$ cat config.mk
export PLATFORM = sky130hd
export DESIGN_NAME = game_tick_scheduler_flat
export DESIGN_NICKNAME = d
export VERILOG_FILES = /design/src/rtl/game_tick_scheduler_if.sv /design/src/rtl/game_tick_scheduler.sv /design/src/flat_wrapper.sv
export SDC_FILE = /design/constraint.sdc
export NUM_CORES = 1
export LEC_CHECK = 0
export ABC_CLOCK_PERIOD_IN_PS = 7850
export CAP_MARGIN = 40
export CORE_UTILIZATION = 30
export CTS_CLUSTER_DIAMETER = 100
export CTS_CLUSTER_SIZE = 16
export DETAILED_ROUTE_END_ITERATION = 8
export DONT_BUFFER_PORTS = 1
export GPL_ROUTABILITY_DRIVEN = 1
export GPL_TIMING_DRIVEN = 0
export PLACE_DENSITY = 0.42
export SYNTH_ARGS = -nofsm -noshare
export SYNTH_HDL_FRONTEND = slang
export SYNTH_SLANG_ARGS = --single-unit
$ cat constraint.sdc
create_clock -name i_clk -period 7.85 [get_ports i_clk]
set_input_delay 1.1775 -clock i_clk [delete_from_list [all_inputs] [get_ports i_clk]]
set_output_delay 1.1775 -clock i_clk [all_outputs]
set_load 0.01 [all_outputs]
$ cat src/rtl/game_tick_scheduler_if.sv
// Handshake and control bundle between the game logic (master) and the
// tick scheduler (slave).
interface game_tick_scheduler_if;
  logic       run;
  logic       step;
  logic       level_up;
  logic       level_clr;
  logic       tick_ack;
  logic       tick;
  logic [2:0] level;
  logic [7:0] overrun_cnt;
  logic [1:0] state;

  modport master (
    output run, step, level_up, level_clr, tick_ack,
    input  tick, level, overrun_cnt, state
  );

  modport slave (
    input  run, step, level_up, level_clr, tick_ack,
    output tick, level, overrun_cnt, state
  );
endinterface

$ cat src/rtl/game_tick_scheduler.sv
// Snake game step cadence: issues a tick request every `period` clocks,
// where period shrinks with a saturating speed level. Supports pause,
// single-step while paused, and a saturating count of unserviced ticks.
//
// state   | meaning
// --------+-----------------------------------------------------------
// S_IDLE  | paused, cnt held at 0; step issues one tick
// S_COUNT | free-running, counting toward the next tick
// S_REQ   | tick raised, waiting for ack; cnt keeps cadence while running
module game_tick_scheduler #(
  parameter int BASE_PERIOD = 12500000,
  parameter int PERIOD_STEP = 1250000,
  parameter int MIN_PERIOD  = 2500000,
  parameter int CNT_W       = 25
) (
  input  logic                  i_clk,
  input  logic                  i_rst,
  game_tick_scheduler_if.slave  sched
);

  // Wide enough that level*PERIOD_STEP never overflows.
  localparam int PW = CNT_W + 3;
  localparam logic [PW-1:0] BASE_W     = PW'(BASE_PERIOD);
  localparam logic [PW-1:0] MIN_W      = PW'(MIN_PERIOD);
  localparam logic [PW-1:0] HEADROOM_W = PW'(BASE_PERIOD - MIN_PERIOD);

  typedef enum logic [1:0] {
    S_IDLE  = 2'd0,
    S_COUNT = 2'd1,
    S_REQ   = 2'd2
  } state_t;

  state_t           r_state;
  state_t           w_state_nxt;
  logic [CNT_W-1:0] r_cnt;
  logic [CNT_W-1:0] w_cnt_nxt;
  logic [CNT_W-1:0] w_cnt_inc;
  logic             r_tick;
  logic [2:0]       r_level;
  logic [7:0]       r_overrun;
  logic             w_overrun_evt;
  logic [PW-1:0]    w_step_total;
  logic [PW-1:0]    w_period;
  logic             w_expire;

  // Period from level; comparing against the headroom avoids ever
  // forming a negative intermediate.
  always_comb begin
    w_step_total = PW'(r_level) * PW'(PERIOD_STEP);
    if (w_step_total > HEADROOM_W) begin
      w_period = MIN_W;
    end else begin
      w_period = BASE_W - w_step_total;
    end
  end

  // >= so a level change that drops the period below cnt expires at once.
  assign w_expire  = ({3'b000, r_cnt} >= (w_period - PW'(1)));
  assign w_cnt_inc = r_cnt + CNT_W'(1);

  // Next-state, counter and overrun-event decode.
  always_comb begin
    w_state_nxt   = r_state;
    w_cnt_nxt     = r_cnt;
    w_overrun_evt = 1'b0;
    case (r_state)
      S_IDLE: begin
        w_cnt_nxt = '0;
        if (sched.run) begin
          w_state_nxt = S_COUNT;
        end else if (sched.step) begin
          w_state_nxt = S_REQ;
        end
      end
      S_COUNT: begin
        if (!sched.run) begin
          w_state_nxt = S_IDLE;
          w_cnt_nxt   = '0;
        end else if (w_expire) begin
          w_state_nxt = S_REQ;
          w_cnt_nxt   = '0;
        end else begin
          w_cnt_nxt = w_cnt_inc;
        end
      end
      S_REQ: begin
        if (sched.run) begin
          if (w_expire) begin
            w_cnt_nxt     = '0;
            w_overrun_evt = 1'b1;
          end else begin
            w_cnt_nxt = w_cnt_inc;
          end
        end else begin
          w_cnt_nxt = '0;
        end
        // Ack does not touch cnt, so cadence is independent of ack latency.
        if (sched.tick_ack) begin
          w_state_nxt = sched.run ? S_COUNT : S_IDLE;
        end
      end
      default: begin
        w_state_nxt = S_IDLE;
        w_cnt_nxt   = '0;
      end
    endcase
  end

  // State, counter and registered tick.
  always_ff @(posedge i_clk or posedge i_rst) begin
    if (i_rst) begin
      r_state <= S_IDLE;
      r_cnt   <= '0;
      r_tick  <= 1'b0;
    end else begin
      r_state <= w_state_nxt;
      r_cnt   <= w_cnt_nxt;
      r_tick  <= (w_state_nxt == S_REQ);
    end
  end

  // Speed level: clear wins over increment, increment saturates at 7.
  always_ff @(posedge i_clk or posedge i_rst) begin
    if (i_rst) begin
      r_level <= '0;
    end else if (sched.level_clr) begin
      r_level <= '0;
    end else if (sched.level_up && (r_level != 3'd7)) begin
      r_level <= r_level + 3'd1;
    end
  end

  // Missed-tick count: cleared with the level, saturates at 255.
  always_ff @(posedge i_clk or posedge i_rst) begin
    if (i_rst) begin
      r_overrun <= '0;
    end else if (sched.level_clr) begin
      r_overrun <= '0;
    end else if (w_overrun_evt && (r_overrun != 8'hFF)) begin
      r_overrun <= r_overrun + 8'd1;
    end
  end

  assign sched.tick        = r_tick;
  assign sched.level       = r_level;
  assign sched.overrun_cnt = r_overrun;
  assign sched.state       = r_state;

endmodule

$ cat src/flat_wrapper.sv
// flat-port wrapper written by rule: the top's interface ports become plain ports
module game_tick_scheduler_flat 
#(
  parameter int BASE_PERIOD = 12500000,
  parameter int PERIOD_STEP = 1250000,
  parameter int MIN_PERIOD  = 2500000,
  parameter int CNT_W       = 25
)
  (i_clk, i_rst, sched_run, sched_step, sched_level_up, sched_level_clr, sched_tick_ack, sched_tick, sched_level, sched_overrun_cnt, sched_state);
  game_tick_scheduler_if sched_i ();
  input  logic i_clk;
  input  logic i_rst;
  input wire logic [$bits(sched_i.run)-1:0] sched_run;
  input wire logic [$bits(sched_i.step)-1:0] sched_step;
  input wire logic [$bits(sched_i.level_up)-1:0] sched_level_up;
  input wire logic [$bits(sched_i.level_clr)-1:0] sched_level_clr;
  input wire logic [$bits(sched_i.tick_ack)-1:0] sched_tick_ack;
  output wire logic [$bits(sched_i.tick)-1:0] sched_tick;
  output wire logic [$bits(sched_i.level)-1:0] sched_level;
  output wire logic [$bits(sched_i.overrun_cnt)-1:0] sched_overrun_cnt;
  output wire logic [$bits(sched_i.state)-1:0] sched_state;
  assign sched_i.run = sched_run;
  assign sched_i.step = sched_step;
  assign sched_i.level_up = sched_level_up;
  assign sched_i.level_clr = sched_level_clr;
  assign sched_i.tick_ack = sched_tick_ack;
  assign sched_tick = sched_i.tick;
  assign sched_level = sched_i.level;
  assign sched_overrun_cnt = sched_i.overrun_cnt;
  assign sched_state = sched_i.state;
  game_tick_scheduler #(.BASE_PERIOD(BASE_PERIOD), .PERIOD_STEP(PERIOD_STEP), .MIN_PERIOD(MIN_PERIOD), .CNT_W(CNT_W)) u_core (.i_clk(i_clk), .i_rst(i_rst), .sched(sched_i));
endmodule
# Word-level counts from Yosys, hierarchy flattened
# Index checks and enable logic that the tools add are counted.
[word_totals] latch_bits=0 ff_bits=39 out_inout_bits=14 mem_count=0 romBits=0 input_bits=7 ramBits=0
[op_classes] n_div=0 shifts=0 magnitude_cmp=2 mux=18 reduce_logical=6 add_sub_neg=5 n_eq_ne=5 multipliers=1 bitwise_logic=0
[ops] operator="two-way mux 25 bit" n=3
[ops] operator="greater-or-equal comparator 25 x 28 -> 1 bit" n=1
[ops] operator="two-way mux 28 bit" n=1
[ops] operator="subtractor 28 x 1 -> 28 bit, second input constant" n=1
[ops] operator="adder 25 x 1 -> 25 bit, second input constant" n=1
[ops] operator="subtractor 24 x 24 -> 25 bit, first input constant" n=1
[ops] operator="greater-than comparator 24 bit, second input constant" n=1
[ops] operator="multiplier 3 x 17 -> 20 bit, second input constant" n=1
[ops] operator="two-way mux 8 bit" n=2
[ops] operator="two-way mux 2 bit" n=5
[ops] operator="adder 8 x 1 -> 8 bit, second input constant" n=1
[ops] operator="!= test 8 bit, second input constant" n=1
[ops] operator="two-way mux 3 bit" n=2
[ops] operator="one-hot mux 2 bit (3 select lines)" n=1
[ops] operator="== test 2 bit, second input constant" n=2
[ops] operator="two-way mux 1 bit" n=4
[ops] operator="nonzero test 2 bit" n=2
[ops] operator="adder 3 x 1 -> 3 bit, second input constant" n=1
[ops] operator="!= test 3 bit, second input constant" n=1
[ops] operator="== test 2 x 1 -> 1 bit, second input constant" n=1
[ops] operator="logical AND 1 bit" n=2
[ops] operator="logical NOT 2 bit" n=1
[ops] operator="OR reduction 2 bit" n=1

# Logic depth before layout (Yosys ltp)
# Gate-level depths: netlist (run 1).
[depth] word_depth=11 mapped_depth=27 depth_no_buf=24

# Worst setup path after synthesis (run 1)
# No wires, ideal clock.
[synth_timing] kind="flip-flop to flip-flop" startpoint="register u_core.r_level[1], in the netlist u_core.sched.level[1]" endpoint="register u_core.r_cnt[10]" t_arrival_ps=6108 path_stages_with_launch=24 required_time_ps=7777 slack_ps=1669 period_less_slack_ps=6181 cell_sequence="dfrtp_1 inv_1 ha_1 xnor2_1 ha_1 or3b_2 a21oi_1 nand3b_1 nor4b_1 o211ai_1 nor4_1 xnor2_1 nand2_1 ha_1 a21o_1 a21o_1 a21o_1 a211o_1 a221oi_1 or2_2 clkbuf_1 nand4_1 clkbuf_1 nor2_1"
[synth_via] elab_chain_len=8
[synth_lines] item="start: declaration" line_no="game_tick_scheduler.sv:39" source="logic [2:0] r_level;"
[synth_lines] item="start signal: assignment" line_no="game_tick_scheduler.sv:129" source="r_level <= r_level + 3'd1;"
[synth_lines] item="multiplier 3 x 17 -> 20 bit (*)" line_no="game_tick_scheduler.sv:49" source="w_step_total = PW'(r_level) * PW'(PERIOD_STEP);"
[synth_lines] item="subtractor 24 x 24 -> 25 bit / greater-than comparator 24 bit (equally long branches)" line_no="game_tick_scheduler.sv:53, game_tick_scheduler.sv:50"
[synth_lines] item="two-way mux 28 bit (*)" line_no="game_tick_scheduler.sv:50" source="if (w_step_total > HEADROOM_W) begin"
[synth_lines] item="subtractor 28 x 1 -> 28 bit (*)" line_no="game_tick_scheduler.sv:58" source="assign w_expire = ({3'b000, r_cnt} >= (w_period - PW'(1)));"
[synth_lines] item="greater-or-equal comparator 25 x 28 -> 1 bit (*)" line_no="game_tick_scheduler.sv:58"
[synth_lines] item="two-way mux 25 bit (*)" line_no="game_tick_scheduler.sv:79, game_tick_scheduler.sv:88"
[synth_lines] item="two-way mux 25 bit (*)" line_no="game_tick_scheduler.sv:76" source="if (!sched.run) begin"
[synth_lines] item="two-way mux 25 bit (*)"
[synth_lines] item="via u_core.w_cnt_nxt[10]" line_no="game_tick_scheduler.sv:36" source="logic [CNT_W-1:0] w_cnt_nxt;"
[synth_lines] item="end signal: assignment" line_no="game_tick_scheduler.sv:117" source="r_cnt <= w_cnt_nxt;"
[synth_lines] item="end: declaration" line_no="game_tick_scheduler.sv:35" source="logic [CNT_W-1:0] r_cnt;"
# Mark *: on every way through the listed nets, which the timed path passes. The rest lies on a longest branch.
# A chain may end at the register's enable or synchronous reset.

# Worst setup path in the final report (run 1)
[layout_timing] startpoint="register u_core.r_level[1], in the netlist u_core.sched.level[1]" endpoint="register u_core.r_cnt[8]"
# Same word-level chain as after synthesis.

==> summary.md, run 1 <==
| Metric | Value |
|---|---|
| Synth top area share | `26.0%` |
| Final RePlAce weighted congestion | `0.789` |
| Outcome | `finished clean` |
| Drt total wl | `9.01 mm` |
| Crit path required time | `8.06 ns` |
| Static leakage | `0.00190 uW` |
| Worst VDD drop | `76.3 uV` |
| Max-slew violations | `0` |
| Syn nets | `501` |
| # setup viols final | `0` |
| Starting Density | `31.0%` |
| Sw power | `201 uW` |
| Die Ht | `114 um` |
| Worst skew pair latency | `0.28 ns` |
| Yosys cell types | `64` |
| Max Cap Viol | `0` |
| First-pass GRT wire length | `15.9 mm` |
| Synth top area cells | `dfrtp_1, ha_1, xnor2_1` |
| Hold Violations, Final | `0` |
| CTS max path bufs | `2` |
| Hold Crit Class | `reg -> reg` |
| Synthesis Warnings | `0` |
| CTS tree | `done` |
| Synth Area per Inst | `8.33 um2` |
| Hold Buf Count CTS | `0` |
| Crit Path Category | `reg -> reg` |
| Routed wire per std cell | `14.4 um` |
| Int Pwr | `400 uW` |
| CTS buffer count | `5` |
| Share of cells above drive strength 1 | `6.74%` |
| Die W | `114 um` |
| PD cells | `144 mW/mm2` |
| Vias per cell | `4.94` |
| Mapped Area | `0.00376 mm2` |
| Initial antenna violation count | `0` |
| Max FO, Critical Path | `13` |
| Ys flop type | `dfrtp_1` |
| FF+latch count, synth | `39` |
| Fill cell count | `1,324` |
| HPWL Detailed | `7.19 mm` |
| Number of flops mapped to enable cells by yosys | `0` |
| Cell taking the most area after synthesis | `dfrtp_1` |
| Port bufs | `0` |
| Synthesis-to-layout area growth | `10.8%` |
| Register area share after synthesis | `26.0%` |
| Clk slew on worst S/H paths | `0.06 ns` |
| Final setup TNS | `0 ns` |
| Worst slew pin tran | `0.868 ns` |
| Core area | `0.0121 mm2` |
| Final #Nets | `510` |
| CTS root buffer | `clkbuf_16` |
| Period Utilization, post-route | `90.6%` |
| Fmax | `141 MHz` |
| Clock Power Share | `33.4%` |
| Sequential power share | `37.0%` |
| ANT cells | `0` |
| Initial DRC count | `74` |
| Worst setup SP type | `flop` |
| TritonCTS Sinks | `39` |
| First-pass iteration count of the detailed router | `4` |
| Crit end category | `flop` |
| Residual DRC | `0` |
| Std-Cell Rows | `40` |
| Worst slew margin | `41.4%` |
| Antenna Nets Post-Route | `0` |
| Total Routing Usage GR | `15.4%` |
| Reg-to-reg slack, setup | `0.74 ns` |
| Most common cell after layout, fill and taps aside | `nor2_1` |
| Post-synth ARST share | `100%` |
| Post-Syn Instances | `451` |
| WHS | `0.457 ns` |
| Switching share of power | `33.5%` |
| Die area | `0.0130 mm2` |
| Skew final | `0.00386 ns` |
| GRT overflow | `0` |
| CP Data Arrival Time | `7.32 ns` |
| Post-route minimum period | `7.11 ns` |
| Total number of vias | `3,104` |
| Pin count of the biggest net entering global routing | `23` |
| Combinational Power Share | `29.6%` |
| Htree depth | `2` |
| # IOs | `21` |
| Vias in the first global route | `3,138` |
| Commonest non-fill, non-tap cells in the layout | `nor2_1, ha_1, nand2_1` |
| Post-layout util | `34.4%` |
-- path summary, 6_finish.rpt --
kind / start / cells after the start / end
setup / recovery: u_core.sched.level[1]$_DFFE_PP0P_ / 26 / u_core.r_cnt[8]$_DFF_PP0_
max in group asynchronous: i_rst / 2 / u_core.r_cnt[8]$_DFF_PP0_
setup reg to reg: u_core.sched.level[1]$_DFFE_PP0P_ / 26 / u_core.r_cnt[8]$_DFF_PP0_
hold reg to reg: u_core.r_cnt[0]$_DFF_PP0_ / 1 / u_core.r_cnt[0]$_DFF_PP0_
min in group asynchronous: i_rst / 1 / u_core.sched.tick$_DFF_PP0_
hold / removal: u_core.r_cnt[0]$_DFF_PP0_ / 1 / u_core.r_cnt[0]$_DFF_PP0_
-- cells in the mapped netlist, types with 2 or more instances --
library cell / instances
nor2_1: 64
clkbuf_1: 11
mux2i_1: 5
nor2b_1: 7
and3_1: 11
a31o_2: 2
o21a_1: 2
o211ai_1: 2
a311oi_1: 2
xor2_1: 20
and2_1: 4
nand2b_1: 8
ha_1: 43
inv_1: 17
nand2_1: 39
a21boi_0: 5
a31oi_1: 4
or3_1: 3
o31ai_1: 2
nand4_1: 11
nor4_1: 2
nor3b_1: 2
mux2_2: 4
a2111oi_0: 3
a21o_1: 10
xnor2_1: 31
dfrtp_1: 39
a21oi_1: 15
o21ai_0: 17
nand3_1: 18
nor3_1: 15
-- metal layers --
metal,GRT usage (%),share of wire (%),routed length (um),vias to the layer above
li1,-,-,-,1601
met1,20.2,49,4430,1469
met2,25.9,47,4240,26
met3,3.03,2.8,251,8
met4,3.64,0.93,84,0
met5,0,0,0,-
-- power by group through the flow --
stage | Clock, uW | Combinational [uW] | Sequential (uW)
6_report | 201 | 178 | 222
5_1_grt | 218 | 207 | 224
4_1_cts | 210 | 180 | 223
3_5_place_dp | 0 | 178 | 226
3_3_place_gp | 0 | 176 | 226
2_1_floorplan | 0 | 137 | 222
-- critical path, cell delays in order, from the launching register on --
cell and delay [ns]:
dfrtp_2 0.57, inv_1 0.24, ha_1 0.42, and2b_1 0.27, ha_1 0.21, o21ai_0 0.20, xor2_1 0.42, a31o_2 0.30
clkbuf_1 0.36, and2_1 0.19, ha_1 0.21, and3_1 0.19, nand2_1 0.11, nor4_1 0.31, xnor2_1 0.16, nand2_1 0.08
ha_1 0.31, a21o_1 0.16, a21o_1 0.18, a21o_1 0.18, a211o_1 0.30, a221oi_2 0.39, or2_2 0.18, clkbuf_1 0.22
nand4_1 0.35, clkbuf_1 0.34, nor2_1 0.17
-- kinds of logic (layout without fill, tap and decap cells) --
group,count (synthesis),after routing,share of synthesized area (%)
xor+xnor,53,53,13.0
simple gates,196,196,25.7
other cells,1,1,0.0998
fa+ha+maj,43,43,14.3
compound gates,81,81,15.4
mux,9,9,2.53
flops,39,39,26.0
buf+inv,29,38,2.93
-- timing repair --
| action | 4_1_cts | 5_1_grt |
|---|---|---|
| endpoints found under the setup margin | 0 | 29 |
| buffers inserted | 0 | 0 |
| gates resized for setup | 0 | 3 |
-- registers in the layout, indices dropped and copies added (netlist names) --
| name | flops |
|---|---|
| u_core.r_cnt | 25 |
| u_core.sched.overrun_cnt | 8 |
| u_core.sched.level | 3 |
| u_core.sched.state | 2 |
| u_core.sched.tick | 1 |
-- layout make-up --
class / count / area, um2 / area share [%]
plain buffers: 12 / 46.3 / 1.11
clock inverters: 1 / 5.00 / 0.120
multi-input cells: 383 / 2690 / 64.5
inverters: 17 / 63.8 / 1.53
clock buffers: 6 / 139 / 3.34
well taps: 168 / 210 / 5.05
repair buffers: 2 / 35.0 / 0.842
flip-flops and latches: 39 / 977 / 23.5
-- metrics by stage --
step           power (uW)  instances  setup WS, ns  instance area [um2]
2_1_floorplan         359        451          1.67                 3760
3_3_place_gp          402        619        0.0977                 3970
3_5_place_dp          404        621        0.0977                 4000
4_1_cts               612        628        0.0294                 4150
5_1_grt               649        628      -0.00765                 4160
6_report              601        628         0.742                 4160
Note: power is estimated with default switching activity, not from simulation.
==> inputs of run 2 (changes only) <==
--- a/config.mk
+++ b/config.mk
@@ -5,7 +5,7 @@
 export SDC_FILE = /design/constraint.sdc
 export NUM_CORES = 1
 export LEC_CHECK = 0
-export ABC_CLOCK_PERIOD_IN_PS = 7850
+export ABC_CLOCK_PERIOD_IN_PS = 7700
 export CAP_MARGIN = 40
 export CORE_UTILIZATION = 30
 export CTS_CLUSTER_DIAMETER = 100
==> constraint.sdc (replaced) <==
create_clock -name i_clk -period 7.7 [get_ports i_clk]
set_input_delay 1.155 -clock i_clk [delete_from_list [all_inputs] [get_ports i_clk]]
set_output_delay 1.155 -clock i_clk [all_outputs]
set_load 0.01 [all_outputs]
==> summary.md, run 2 (synthesis results as in run 1) <==
| Metric | Value |
|---|---|
| Outcome | `finished clean (unchanged)` |
| Share of cells above drive strength 1 | `7.36% (was 6.74%)` |
| Synthesis-to-layout area growth | `11.4% (was 10.8%)` |
| Worst VDD drop | `78.7 uV (was 76.3 uV)` |
| First-pass iteration count of the detailed router | `4 (unchanged)` |
| Clk slew on worst S/H paths | `0.06 ns (about the same)` |
| Final instance area | `0.00419 mm2 (was 0.00416 mm2)` |
| CP max stage delay | `0.57 ns (about the same)` |
| GRT overflow | `0 (unchanged)` |
| Worst skew pair latency | `0.28 ns (about the same)` |
| Period Utilization, post-route | `89.4% (was 90.6%)` |
| Crit-path cells | `inv_1 > ha_1 > xnor2_2 > ha_1 > or3b_2 > a21oi_1 > nand3b_1 > nor4b_1 > o211ai_1 > nor4_1 > xnor2_1 > nand2_1 > ha_1 > a21o_1 > a21o_1 > a21o_1 > a211o_1 > a221oi_2 > or2_2 > clkbuf_1 > nand4_1 > buf_4 > clkbuf_1 > nor2_1` |
| Crit path required time | `7.91 ns (was 8.06 ns)` |
| Worst slew pin tran | `0.878 ns (was 0.868 ns)` |
| Worst slew margin | `40.7% (was 41.4%)` |
| Critical path buffers and inverters | `4 (unchanged)` |
| Port bufs | `0 (unchanged)` |
| Max FO, Critical Path | `13 (unchanged)` |
| Crit Path Category | `reg -> reg (unchanged)` |
| Hold Crit Class | `reg -> reg (unchanged)` |
| Final setup margin | `0.814 ns (was 0.742 ns)` |
| Crit. Startpoint | `u_core.sched.level[1]$_DFFE_PP0P_ (unchanged)` |
| Final RePlAce weighted congestion | `0.789 (unchanged)` |
| Reg-to-reg slack, setup | `0.81 ns (was 0.74 ns)` |
| Area post-placement | `0.00400 mm2 (unchanged)` |
| Pin count of the biggest net entering global routing | `23 (unchanged)` |
| Post-route minimum period | `6.89 ns (was 7.11 ns)` |
| Skew final | `0.00386 ns (about the same)` |
| Worst R2R End | `u_core.r_cnt[8]$_DFF_PP0_ (unchanged)` |
| CTS max path bufs | `2 (unchanged)` |
| CTS root buffer | `clkbuf_16 (unchanged)` |
| Die W | `114 um (unchanged)` |
| Vias in the first global route | `3,138 (unchanged)` |
| ANT cells | `0 (unchanged)` |
| TritonCTS Sinks | `39 (unchanged)` |
| PD cells | `148 mW/mm2 (was 144 mW/mm2)` |
| Slowest cell on crit path | `dfrtp_2 (unchanged)` |
| Fill cell count | `1,324 (unchanged)` |
| RR Startpoint | `u_core.sched.level[1]$_DFFE_PP0P_ (unchanged)` |
| CTS tree | `done (unchanged)` |
| Critical Path Sink | `u_core.r_cnt[8]$_DFF_PP0_ (unchanged)` |
| # setup viols final | `0 (unchanged)` |
| Max FFs per register | `25 (unchanged)` |
| Hold Violations, Final | `0 (unchanged)` |
| Worst setup SP type | `flop (unchanged)` |
| Max-slew violations | `0 (unchanged)` |
| Most common cell after layout, fill and taps aside | `nor2_1 (unchanged)` |
| CTS buffer count | `5 (unchanged)` |
| Fmax | `145 MHz (was 141 MHz)` |
| Post-layout util | `34.6% (was 34.4%)` |
| Crit end category | `flop (unchanged)` |
| Static leakage | `0.00191 uW (was 0.00190 uW)` |
| CP Data Arrival Time | `7.09 ns (was 7.32 ns)` |
| Std-Cell Rows | `40 (unchanged)` |
| Initial antenna violation count | `0 (unchanged)` |
| Total Routing Usage GR | `15.4% (unchanged)` |
| Max Cap Viol | `0 (unchanged)` |
| Die Ht | `114 um (unchanged)` |
| Crit path max-delay family | `simple AND/OR/NAND/NOR gates (unchanged)` |
| RSZ-0062 raised after global routing | `no` |
| Drt total wl | `9.02 mm (was 9.01 mm)` |
| Die area | `0.0130 mm2 (unchanged)` |
| Final setup TNS | `0 ns (unchanged)` |
| Top reg by flops | `u_core.r_cnt (unchanged)` |
| Commonest non-fill, non-tap cells in the layout | `nor2_1, ha_1, nand2_1 (unchanged)` |
| Core area | `0.0121 mm2 (unchanged)` |
| Placement Setup Slack | `-0.0523 ns (was 0.0977 ns)` |
| Starting Density | `31.0% (unchanged)` |
| # IOs | `21 (unchanged)` |
| Routed wire per std cell | `14.3 um (was 14.4 um)` |
| Antenna Nets Post-Route | `0 (unchanged)` |
| Vias per cell | `4.96 (was 4.94)` |
| Worst r2r path cells | `24 (was 26)` |
| Htree depth | `2 (unchanged)` |
| Hold Buf Count CTS | `0 (unchanged)` |
| Total number of vias | `3,125 (was 3,104)` |
| First-pass GRT wire length | `15.9 mm (unchanged)` |
| Final #Nets | `512 (was 510)` |
| Residual DRC | `0 (unchanged)` |
| Initial DRC count | `82 (was 74)` |
| HPWL Detailed | `7.19 mm (unchanged)` |
| Critical path depth | `24 (was 26)` |
-- run 2: cell count changes in the layout (fill, tap and decap cells not counted) --
cell | before | now
buf_4 | 1 | 3
xor2_1 | 20 | 19
xor2_2 | 0 | 1
-- run 2: power breakdown --
| part | switching (uW) | internal [uW] |
|---|---|---|
| clock | 78.2 | 126 |
| combinational | 113 | 72.7 |
| sequential | 14.2 | 213 |
| total | 206 | 412 |
-- run 2: what timing repair did --
item / CTS / global route
setup endpoints to repair: 20 / 25
gates resized for setup: 1 / 3
pin swaps: 0 / 1
buffers inserted: 0 / 2
endpoints found under the hold margin: 0 / 0
-- run 2: layer usage --
| metal | track usage (%) | vias up | routed length, um |
|---|---|---|---|
| met2 | 25.9 | 29 | 4250 |
| met4 | 3.64 | 0 | 84 |
| met1 | 20.2 | 1486 | 4440 |
| li1 | - | 1602 | - |
| met5 | 0 | - | 0 |
| met3 | 3.03 | 8 | 233 |
-- run 2: how the worst min path moves through the flow --
stage	startpoint	to	slack (ns)	depth (start not counted)
6_report	u_core.r_cnt[0]$_DFF_PP0_	u_core.r_cnt[0]$_DFF_PP0_	0.46	1
5_1_grt	u_core.r_cnt[0]$_DFF_PP0_	u_core.r_cnt[0]$_DFF_PP0_	0.48	1
4_1_cts	u_core.r_cnt[0]$_DFF_PP0_	u_core.r_cnt[0]$_DFF_PP0_	0.46	1
3_5_place_dp	u_core.r_cnt[0]$_DFF_PP0_	u_core.r_cnt[0]$_DFF_PP0_	0.45	1
3_3_place_gp	u_core.r_cnt[0]$_DFF_PP0_	u_core.r_cnt[0]$_DFF_PP0_	0.45	1
2_1_floorplan	u_core.r_cnt[0]$_DFF_PP0_	u_core.r_cnt[0]$_DFF_PP0_	0.43	1
-- run 2: cell type report --
cell class | count | area (um2) | area share (%)
Tap cell | 168 | 210 | 5.02
Sequential cell | 39 | 977 | 23.3
Clock inverter | 1 | 5.00 | 0.120
Inverter | 17 | 63.8 | 1.52
Buffer | 12 | 46.3 | 1.11
Multi-Input combinational cell | 383 | 2690 | 64.4
Timing Repair Buffer | 4 | 50.0 | 1.20
Clock buffer | 6 | 139 | 3.32
-- run 2: per-stage QoR --
| stage | power (uW) | hold slack, ns | cells |
|---|---|---|---|
| after floorplan | 366 | 0.425 | 451 |
| after global placement | 410 | 0.455 | 619 |
| final | 617 | 0.457 | 630 |
| after detailed placement | 412 | 0.453 | 621 |
| after CTS | 624 | 0.461 | 628 |
| after global routing | 667 | 0.480 | 630 |
==> inputs of run 3 (changes only) <==
--- a/config.mk
+++ b/config.mk
@@ -5,16 +5,16 @@
 export SDC_FILE = /design/constraint.sdc
 export NUM_CORES = 1
 export LEC_CHECK = 0
-export ABC_CLOCK_PERIOD_IN_PS = 7700
 export CAP_MARGIN = 40
-export CORE_UTILIZATION = 30
+export CORE_ASPECT_RATIO = 0.8
+export CORE_UTILIZATION = 60
 export CTS_CLUSTER_DIAMETER = 100
 export CTS_CLUSTER_SIZE = 16
 export DETAILED_ROUTE_END_ITERATION = 8
 export DONT_BUFFER_PORTS = 1
 export GPL_ROUTABILITY_DRIVEN = 1
 export GPL_TIMING_DRIVEN = 0
-export PLACE_DENSITY = 0.42
+export PLACE_DENSITY = 0.74
 export SYNTH_ARGS = -nofsm -noshare
 export SYNTH_HDL_FRONTEND = slang
 export SYNTH_SLANG_ARGS = --single-unit
==> summary.md, run 3 (synthesis results as in run 1) <==
| Metric | Value |
|---|---|
| # setup viols final | `0 (unchanged)` |
| Crit. Startpoint | `u_core.sched.level[1]$_DFFE_PP0P_ (unchanged)` |
| RR Startpoint | `u_core.sched.level[1]$_DFFE_PP0P_ (unchanged)` |
| Final RePlAce weighted congestion | `0.901 (was 0.789)` |
| Die Ht | `72.8 um (was 114 um)` |
| Residual DRC | `0 (unchanged)` |
| Max-slew violations | `0 (unchanged)` |
| HPWL Detailed | `6.15 mm (was 7.19 mm)` |
| Outcome | `finished clean (unchanged)` |
| Core area | `0.00597 mm2 (was 0.0121 mm2)` |
| Max Cap Viol | `0 (unchanged)` |
| Hold Violations, Final | `0 (unchanged)` |
| Total Routing Usage GR | `26.3% (was 15.4%)` |
| CTS tree | `done (unchanged)` |
| Hold Buf Count CTS | `0 (unchanged)` |
| Static leakage | `0.00186 uW (was 0.00191 uW)` |
| PD cells | `145 mW/mm2 (was 148 mW/mm2)` |
| Resized cells post-CTS | `0 (was 1)` |
| Reg-to-reg slack, setup | `0.60 ns (was 0.81 ns)` |
| Port bufs | `0 (unchanged)` |
| Pin count of the biggest net entering global routing | `40 (was 23)` |
| Initial DRC count | `141 (was 82)` |
| Worst r2r path cells | `26 (was 24)` |
| Crit path required time | `7.93 ns (was 7.91 ns)` |
| Vias per cell | `5.79 (was 4.96)` |
| Skew final | `0.00455 ns (was 0.00386 ns)` |
| Top reg by flops | `u_core.r_cnt (unchanged)` |
| Initial antenna violation count | `0 (unchanged)` |
| CTS max path bufs | `2 (unchanged)` |
| Worst setup SP type | `flop (unchanged)` |
| Hold endpoint | `u_core.r_cnt[0]$_DFF_PP0_ (unchanged)` |
| Final #Nets | `508 (was 512)` |
| Worst slew pin tran | `0.864 ns (was 0.878 ns)` |
| Max FO, Critical Path | `13 (unchanged)` |
| First-pass GRT wire length | `14.0 mm (was 15.9 mm)` |
| First-pass iteration count of the detailed router | `4 (unchanged)` |
| Htree depth | `2 (unchanged)` |
| Hold Crit Start | `u_core.r_cnt[0]$_DFF_PP0_ (unchanged)` |
| RSZ-0062 raised after global routing | `no (unchanged)` |
| Hold Crit Class | `reg -> reg (unchanged)` |
| Final setup TNS | `0 ns (unchanged)` |
| Worst VDD drop | `119 uV (was 78.7 uV)` |
| Crit end category | `flop (unchanged)` |
| Total number of vias | `3,128 (was 3,125)` |
| CP Data Arrival Time | `7.33 ns (was 7.09 ns)` |
| Antenna Nets Post-Route | `0 (unchanged)` |
| Period Utilization, post-route | `92.3% (was 89.4%)` |
| CTS buffer count | `5 (unchanged)` |
| Final instance area | `0.00399 mm2 (was 0.00419 mm2)` |
| Worst skew pair latency | `0.30 ns (was 0.28 ns)` |
| Routed wire per std cell | `15.1 um (was 14.3 um)` |
| GRT overflow | `0 (unchanged)` |
| Max FFs per register | `25 (unchanged)` |
| Share of cells above drive strength 1 | `6.54% (was 7.36%)` |
| Fill cell count | `492 (was 1,324)` |
| Drt total wl | `8.17 mm (was 9.02 mm)` |
| Post-route minimum period | `7.10 ns (was 6.89 ns)` |
| Area post-placement | `0.00386 mm2 (was 0.00400 mm2)` |
| Fmax | `141 MHz (was 145 MHz)` |
| Vias in the first global route | `2,961 (was 3,138)` |
| Synthesis-to-layout area growth | `6.09% (was 11.4%)` |
| ANT cells | `0 (unchanged)` |
| Worst slew margin | `42.1% (was 40.7%)` |
| Post-CTS setup buffers | `0 (unchanged)` |
| # IOs | `21 (unchanged)` |
| Starting Density | `62.9% (was 31.0%)` |
| Std-Cell Rows | `25 (was 40)` |
| Clk slew on worst S/H paths | `0.08 ns (was 0.06 ns)` |
| Hold path depth | `1 (unchanged)` |
| Worst R2R End | `u_core.r_cnt[21]$_DFF_PP0_ (was u_core.r_cnt[8]$_DFF_PP0_)` |
| Commonest non-fill, non-tap cells in the layout | `nor2_1, ha_1, nand2_1 (unchanged)` |
| Die area | `0.00659 mm2 (was 0.0130 mm2)` |
| Most common cell after layout, fill and taps aside | `nor2_1 (unchanged)` |
| CTS root buffer | `clkbuf_8 (was clkbuf_16)` |
| TritonCTS Sinks | `39 (unchanged)` |
| Die W | `90.5 um (was 114 um)` |
| Crit Path Category | `reg -> reg (unchanged)` |
-- run 3: changes by cell type in the layout (fill, tap and decap cells not counted) --
cell | previous run | this run
buf_16 | 1 | 0
buf_4 | 3 | 0
bufinv_16 | 0 | 1
clkbuf_16 | 5 | 0
clkbuf_8 | 1 | 5
clkinv_4 | 0 | 1
xor2_1 | 19 | 20
xor2_2 | 1 | 0
-- run 3: power breakdown --
| part | switching (uW) | leakage (uW) | internal (uW) | total [uW] |
|---|---|---|---|---|
| combinational | 111 | 0.00127 | 67.1 | 178 |
| clock | 78.0 | 0.0000581 | 96.5 | 174 |
| sequential | 13.9 | 0.000539 | 212 | 226 |
-- run 3: layout make-up --
type / instances / area (um2) / share of cell area [%]
Sequential cell: 39 / 977 / 24.5
Buffer: 12 / 46.3 / 1.16
Tap cell: 81 / 101 / 2.54
Clock buffer: 5 / 68.8 / 1.73
Multi-Input combinational cell: 383 / 2690 / 67.4
Clock inverter: 3 / 43.8 / 1.10
Inverter: 17 / 63.8 / 1.60
-- run 3: stage by stage --
| stage | worst slack [ns] | cells | util, % | total power [uW] | hold slack [ns] |
|---|---|---|---|---|---|
| after floorplan | 1.52 | 451 | - | 366 | 0.425 |
| after global placement | 0.350 | 532 | 64.6 | 400 | 0.444 |
| after detailed placement | 0.146 | 532 | 64.6 | 405 | 0.453 |
| after CTS | 0.128 | 540 | 66.5 | 582 | 0.465 |
| after global routing | 0.0310 | 540 | 66.7 | 616 | 0.480 |
| final | 0.596 | 540 | 66.7 | 579 | 0.459 |
-- run 3: how the worst max path moves through the flow --
stage	slack [ns]	cells after the start	to
floorplan	1.52	23	u_core.r_cnt[10]$_DFF_PP0_
global placement	0.35	23	u_core.r_cnt[7]$_DFF_PP0_
detailed placement	0.15	23	u_core.r_cnt[8]$_DFF_PP0_
CTS	0.13	23	u_core.r_cnt[8]$_DFF_PP0_
global route	0.03	26	u_core.r_cnt[8]$_DFF_PP0_
finish	0.60	26	u_core.r_cnt[21]$_DFF_PP0_
-- run 3: worst max-delay path, cell delays in order (launching register included) --
cell      delay [ns]
dfrtp_2         0.58
inv_1           0.24
ha_1            0.43
and2b_1         0.26
ha_1            0.21
o21ai_0         0.20
xor2_1          0.40
a31o_2          0.29
clkbuf_1        0.36
and2_1          0.19
ha_1            0.21
and3_1          0.19
nand2_1         0.11
nor4_1          0.38
xnor2_1         0.18
nand2_1         0.09
ha_1            0.32
a21o_1          0.16
a21o_1          0.17
a21o_1          0.17
a211o_1         0.30
a221oi_2        0.36
or2_2           0.17
clkbuf_1        0.24
nand4_1         0.35
clkbuf_1        0.34
nor2_1          0.16
-- run 3: per-layer routing --
layer	vias up	GRT usage, %	wire, um
met4	0	6.63	79
met1	1460	37.9	4240
met2	57	41.2	3550
li1	1603	-	-
met3	8	4.27	306
met5	-	0	0
